**src/rtl/alu_op_sequencer_if.sv**
```systemverilog
// alu_op_sequencer_if: command and result channel bundle for alu_op_sequencer
// cmd_*  : command offer (valid/ready) with op select, operands, acc-reuse flag and count
// res_*  : result handshake (valid/ready) carrying the accumulator value
// master : command producer / result consumer side; slave : the sequencer side
interface alu_op_sequencer_if;
    logic       cmd_valid;
    logic       cmd_ready;
    logic [1:0] cmd_op;
    logic [7:0] cmd_a;
    logic [7:0] cmd_b;
    logic       cmd_use_acc;
    logic [3:0] cmd_cnt;
    logic       res_valid;
    logic [7:0] res_data;
    logic       res_ready;
    modport master (
        output cmd_valid, cmd_op, cmd_a, cmd_b, cmd_use_acc, cmd_cnt, res_ready,
        input  cmd_ready, res_valid, res_data
    );
    modport slave (
        input  cmd_valid, cmd_op, cmd_a, cmd_b, cmd_use_acc, cmd_cnt, res_ready,
        output cmd_ready, res_valid, res_data
    );
endinterface

```
**src/rtl/alu_op_sequencer.sv**
```systemverilog
// alu_op_sequencer: iterates an external combinational ALU N times per command into an accumulator
// clk, rst_n : clock (rising edge) and asynchronous active-low reset
// bus        : command/result channels (slave side)
// abort      : cancels the command in flight (EXEC or DONE), restoring the accumulator
// alu_sel, op_a, op_b : registered op select and operands to the external ALU
// alu_res    : combinational ALU result for the current alu_sel/op_a/op_b
// busy       : high outside IDLE; done_cnt : completed commands, mod 256
module alu_op_sequencer (
    input  logic                      clk,
    input  logic                      rst_n,
    alu_op_sequencer_if.slave         bus,
    input  logic                      abort,
    output logic [1:0]                alu_sel,
    output logic [7:0]                op_a,
    output logic [7:0]                op_b,
    input  logic [7:0]                alu_res,
    output logic                      busy,
    output logic [7:0]                done_cnt
);
    typedef enum logic [1:0] {IDLE, EXEC, DONE} state_t;
    state_t     state, state_nx;
    logic [7:0] acc;
    logic [7:0] acc_save;
    logic [3:0] remaining;

    always_ff @(posedge clk or negedge rst_n) begin
        if (!rst_n) state <= IDLE;
        else        state <= state_nx;
    end

    always_comb begin
        state_nx = state;
        case (state)
            IDLE:    state_nx = bus.cmd_valid ? EXEC : IDLE;
            EXEC:    state_nx = abort ? IDLE : (remaining == 4'd0 ? DONE : EXEC);
            DONE:    state_nx = (abort || bus.res_ready) ? IDLE : DONE;
            default: state_nx = IDLE;
        endcase
    end

    always_comb begin
        bus.cmd_ready = state == IDLE;
        busy          = state != IDLE;
        bus.res_valid = state == DONE;
        bus.res_data  = acc;
    end

    // acc_save snapshots the accumulator at accept so an abort can undo the
    // partial iterations already written into acc.
    always_ff @(posedge clk or negedge rst_n) begin
        if (!rst_n) begin
            acc       <= 8'd0;
            acc_save  <= 8'd0;
            alu_sel   <= 2'd0;
            op_a      <= 8'd0;
            op_b      <= 8'd0;
            remaining <= 4'd0;
            done_cnt  <= 8'd0;
        end else if (state == IDLE) begin
            if (bus.cmd_valid) begin
                alu_sel   <= bus.cmd_op;
                op_a      <= bus.cmd_use_acc ? acc : bus.cmd_a;
                op_b      <= bus.cmd_b;
                remaining <= bus.cmd_cnt == 4'd0 ? 4'd0 : bus.cmd_cnt - 4'd1;
                acc_save  <= acc;
            end
        end else if (abort) begin
            acc <= acc_save;
        end else if (state == EXEC) begin
            acc <= alu_res;
            if (remaining != 4'd0) begin
                op_a      <= alu_res;
                remaining <= remaining - 4'd1;
            end
        end else if (bus.res_ready) begin
            done_cnt <= done_cnt + 8'd1;
        end
    end
endmodule

```
**src/flat_wrapper.sv**
```systemverilog
// flat-port wrapper written by rule: the top's interface ports become plain ports
module alu_op_sequencer_flat 
  (clk, rst_n, abort, alu_sel, op_a, op_b, alu_res, busy, done_cnt, bus_cmd_valid, bus_cmd_op, bus_cmd_a, bus_cmd_b, bus_cmd_use_acc, bus_cmd_cnt, bus_res_ready, bus_cmd_ready, bus_res_valid, bus_res_data);
  alu_op_sequencer_if bus_i ();
  input  logic clk;
  input  logic rst_n;
  input  logic abort;
  output logic [1:0] alu_sel;
  output logic [7:0] op_a;
  output logic [7:0] op_b;
  input  logic [7:0] alu_res;
  output logic busy;
  output logic [7:0] done_cnt;
  input wire logic [$bits(bus_i.cmd_valid)-1:0] bus_cmd_valid;
  input wire logic [$bits(bus_i.cmd_op)-1:0] bus_cmd_op;
  input wire logic [$bits(bus_i.cmd_a)-1:0] bus_cmd_a;
  input wire logic [$bits(bus_i.cmd_b)-1:0] bus_cmd_b;
  input wire logic [$bits(bus_i.cmd_use_acc)-1:0] bus_cmd_use_acc;
  input wire logic [$bits(bus_i.cmd_cnt)-1:0] bus_cmd_cnt;
  input wire logic [$bits(bus_i.res_ready)-1:0] bus_res_ready;
  output wire logic [$bits(bus_i.cmd_ready)-1:0] bus_cmd_ready;
  output wire logic [$bits(bus_i.res_valid)-1:0] bus_res_valid;
  output wire logic [$bits(bus_i.res_data)-1:0] bus_res_data;
  assign bus_i.cmd_valid = bus_cmd_valid;
  assign bus_i.cmd_op = bus_cmd_op;
  assign bus_i.cmd_a = bus_cmd_a;
  assign bus_i.cmd_b = bus_cmd_b;
  assign bus_i.cmd_use_acc = bus_cmd_use_acc;
  assign bus_i.cmd_cnt = bus_cmd_cnt;
  assign bus_i.res_ready = bus_res_ready;
  assign bus_cmd_ready = bus_i.cmd_ready;
  assign bus_res_valid = bus_i.res_valid;
  assign bus_res_data = bus_i.res_data;
  alu_op_sequencer u_core (.clk(clk), .rst_n(rst_n), .bus(bus_i), .abort(abort), .alu_sel(alu_sel), .op_a(op_a), .op_b(op_b), .alu_res(alu_res), .busy(busy), .done_cnt(done_cnt));
endmodule
```
**config.mk**
```make
export PLATFORM = sky130hd
export DESIGN_NAME = alu_op_sequencer_flat
export DESIGN_NICKNAME = d
export VERILOG_FILES = /design/src/rtl/alu_op_sequencer_if.sv /design/src/rtl/alu_op_sequencer.sv /design/src/flat_wrapper.sv
export SDC_FILE = /design/constraint.sdc
export NUM_CORES = 1
export LEC_CHECK = 0
export ABC_AREA = 1
export CAP_MARGIN = 20
export CELL_PAD_IN_SITES_DETAIL_PLACEMENT = 1
export CELL_PAD_IN_SITES_GLOBAL_PLACEMENT = 1
export CORE_UTILIZATION = 49
export DETAILED_ROUTE_END_ITERATION = 8
export DONT_BUFFER_PORTS = 1
export HOLD_SLACK_MARGIN = 0.05
export PLACE_DENSITY = 0.82
export REMOVE_ABC_BUFFERS = 1
export SYNTH_ARGS = -nofsm -noshare
export SYNTH_HDL_FRONTEND = slang
export SYNTH_SLANG_ARGS = --single-unit
```
**constraint.sdc**
```tcl
create_clock -name clk -period 4.45 [get_ports clk]
set_clock_uncertainty 0.1 [all_clocks]
set_input_delay 0.89 -clock clk [delete_from_list [all_inputs] [get_ports clk]]
set_output_delay 0.89 -clock clk [all_outputs]
set_load 0.01 [all_outputs]
```
==> reports/summary.txt <==
Die ar. = 5200 sq um
Layout Area Growth over Synthesis = 4.89%
Slew Viols, Final = 0
FMAX = 401 MHz
ant diodes = 0
CTS tree = yes
clock latency at the later pin of the worst-skew pair = 300 ps
LEAKAGE = 1.29 nW
Pint = 1.03 mW
Sw Ratio = 41.1%
gr usage total = 22.0%
Combinational Power Share = 33.6%
starting density of the core = 51.0%
most frequent cells in the layout = nand2_1 (96), dfrtp_1 (48), inv_1 (30), o21ai_0 (19), nor2_1 (18)
Final ANT Viol Nets = 0
global-route wire length before repair = 8.86 mm
Setup TNS Final = 0 ps
DR vias/cell = 5.39
DRT Pass-1 Iters = 4
crit path DAT = 1500 ps
Site Rows = 25
Netlist Area Pre-Place = 2410 sq um
I/O pin cnt = 73
initial antenna violation count = 0
Fin. Hold Viols = 0
Tightest Hold Check Type = input pin to asynchronous set/reset pin
fillers = 566
clk root buf = clkbuf_8
status = finished, final reports clean
Residual DRC = 0
vias in the first global route = 1901
# setup viols final = 0
CTS resizes = 0
Yosys cell types = 31
crit end category = output port
Die H = 72.1 um
PnR Total Power = 1.74 mW
CP Class = flip-flop to output port
ratio of cells with drive above 1 in the final layout = 10.8%
top fanout value on the critical path = 21
Placeable Area = 4720 sq um
Peak VDD IR = 0.268 mV
Avg Cell Area, Syn = 8.63 sq um
drt total wl = 5.30 mm
Sink Count = 48
routability cong. = 0.729
Synth area leader = dfrtp_1
clock slew at reported path FFs = 90 ps
clock buffer depth = 2
gr ovfl total = 0
Post-synth EDFFs = 0
worst rel slew slack = 62.0%
startpoint types = flip-flop
H-tree lvl count = 2
Tmin final = 2490 ps
synth warn = 0
post-synthesis cell count = 279
via count = 1855
Most used DFF post-synth = dfrtp_1
Synth top area share = 49.9%
post-synthesis sequential area ratio = 49.9%
largest net degree at the start of global routing = 49
drt wl/cell = 15.4 um
clock network power share = 19.2%
Slew @ Worst Pin = 568 ps
sequential power share = 47.2%
RSZ-0062 raised after global routing = false
# Max-Cap Violations = 0
most common cell after layout, fill and taps aside = nand2_1
Period Utilization, post-route = 56.1%
post-DP HPWL = 3.72 mm
FFs w/ async S/R, synth = 100%
WP data required = 3460 ps
Switch Pwr = 0.717 mW
Synth area leaders = dfrtp_1 (50%), nand2_1 (15%), inv_1 (4.7%), o21ai_0 (4.0%), nor2_1 (2.8%)
Layout Nets = 314
CTS buffer count = 5
setup bufs post-CTS = 0
Iteration-0 DRC Markers = 82
chip width = 72.1 um
CTS hold repair buffers = 0
port bufs = 0
Seq cells post-synth = 48
pwr dens = 690 nW/um^2
==> flip-flops by register name, summed over array words and instances (netlist names) <==
signal	flops
u_core.op_a	8
u_core.state	2
u_core.remaining	4
u_core.done_cnt	8
u_core.alu_sel	2
u_core.op_b	8
u_core.bus.res_data	8
u_core.acc_save	8
==> final timing paths <==
kind / start / endpoint / slack (ps) / cells after the start
setup / recovery: u_core.state[1] / busy / 1960 / 2
hold / removal: rst_n / u_core.done_cnt[7] / 170 / 0
setup reg to reg: u_core.state[1] / u_core.remaining[0] / 2410 / 6
hold reg to reg: u_core.acc_save[0] / u_core.acc_save[0] / 400 / 2
max in group asynchronous: rst_n / u_core.acc_save[4] / 3970 / 0
min in group clk: u_core.acc_save[0] / u_core.acc_save[0] / 400 / 2
==> cells in the mapped netlist (2+ instances only) <==
cell	n
nand2_1	96
dfrtp_1	48
inv_1	30
o21ai_0	19
nor2_1	18
nand3_1	8
o211ai_1	8
o22ai_1	8
buf_6	6
mux2_2	6
mux2_4	4
buf_2	3
nand2_4	3
ha_1	2
inv_2	2
xnor2_1	2
xor2_1	2
==> power groups by stage <==
| stage | clock (mW) | sequential, mW | combinational, mW |
|---|---|---|---|
| detailed placement | 0 | 0.833 | 0.588 |
| global route | 0.355 | 0.846 | 0.680 |
| CTS | 0.338 | 0.826 | 0.598 |
| finish | 0.334 | 0.823 | 0.585 |
| floorplan | 0 | 0.790 | 0.468 |
| global placement | 0 | 0.825 | 0.564 |
==> cells by family (layout without fill, tap and decap cells) <==
kind of cell / count (synthesis) / count (layout) / share of synthesized area (%)
flip-flops: 48 / 48 / 49.9
adder cells (fa/ha/maj): 2 / 2 / 1.04
AO/OA/AOI/OAI: 39 / 39 / 9.98
multiplexers: 10 / 10 / 5.30
buffers and inverters: 43 / 41 / 8.89
AND/OR/NAND/NOR: 133 / 133 / 23.4
XOR/XNOR: 4 / 4 / 1.46
==> through the flow <==
| step | utilization, % | instance area, sq um | hold WS (ps) | std cells | setup slack [ps] |
|---|---|---|---|---|---|
| finish | 53.5 | 2520 | 171 | 344 | 1960 |
| CTS | 53.5 | 2520 | 165 | 344 | 1940 |
| floorplan | - | 2320 | 349 | 269 | 2480 |
| detailed placement | 50.9 | 2400 | 376 | 336 | 2280 |
| global route | 53.5 | 2520 | 152 | 344 | 1850 |
| global placement | 50.9 | 2400 | 362 | 336 | 2300 |
==> layer usage <==
metal	global-route usage, %	vias up	wire (um)
li1	-	879	-
met1	25.8	909	2170
met2	39.1	59	2710
met4	6.32	0	68
met3	6.39	8	359
met5	0	-	0
==> worst max-delay path: stages, from the launching register on <==
cell and delay (ps):
dfrtp_1 440, nor2_4 490, inv_1 270
==> layout make-up <==
cell class,instances,area [sq um],share of cell area [%]
Inverter,33,126,5.00
Sequential cell,48,1200,47.6
Multi-Input combinational cell,188,992,39.3
Tap cell,67,83.8,3.32
Clock buffer,6,82.6,3.27
Clock inverter,2,38.8,1.54
Power figures use the tool's default switching activity.
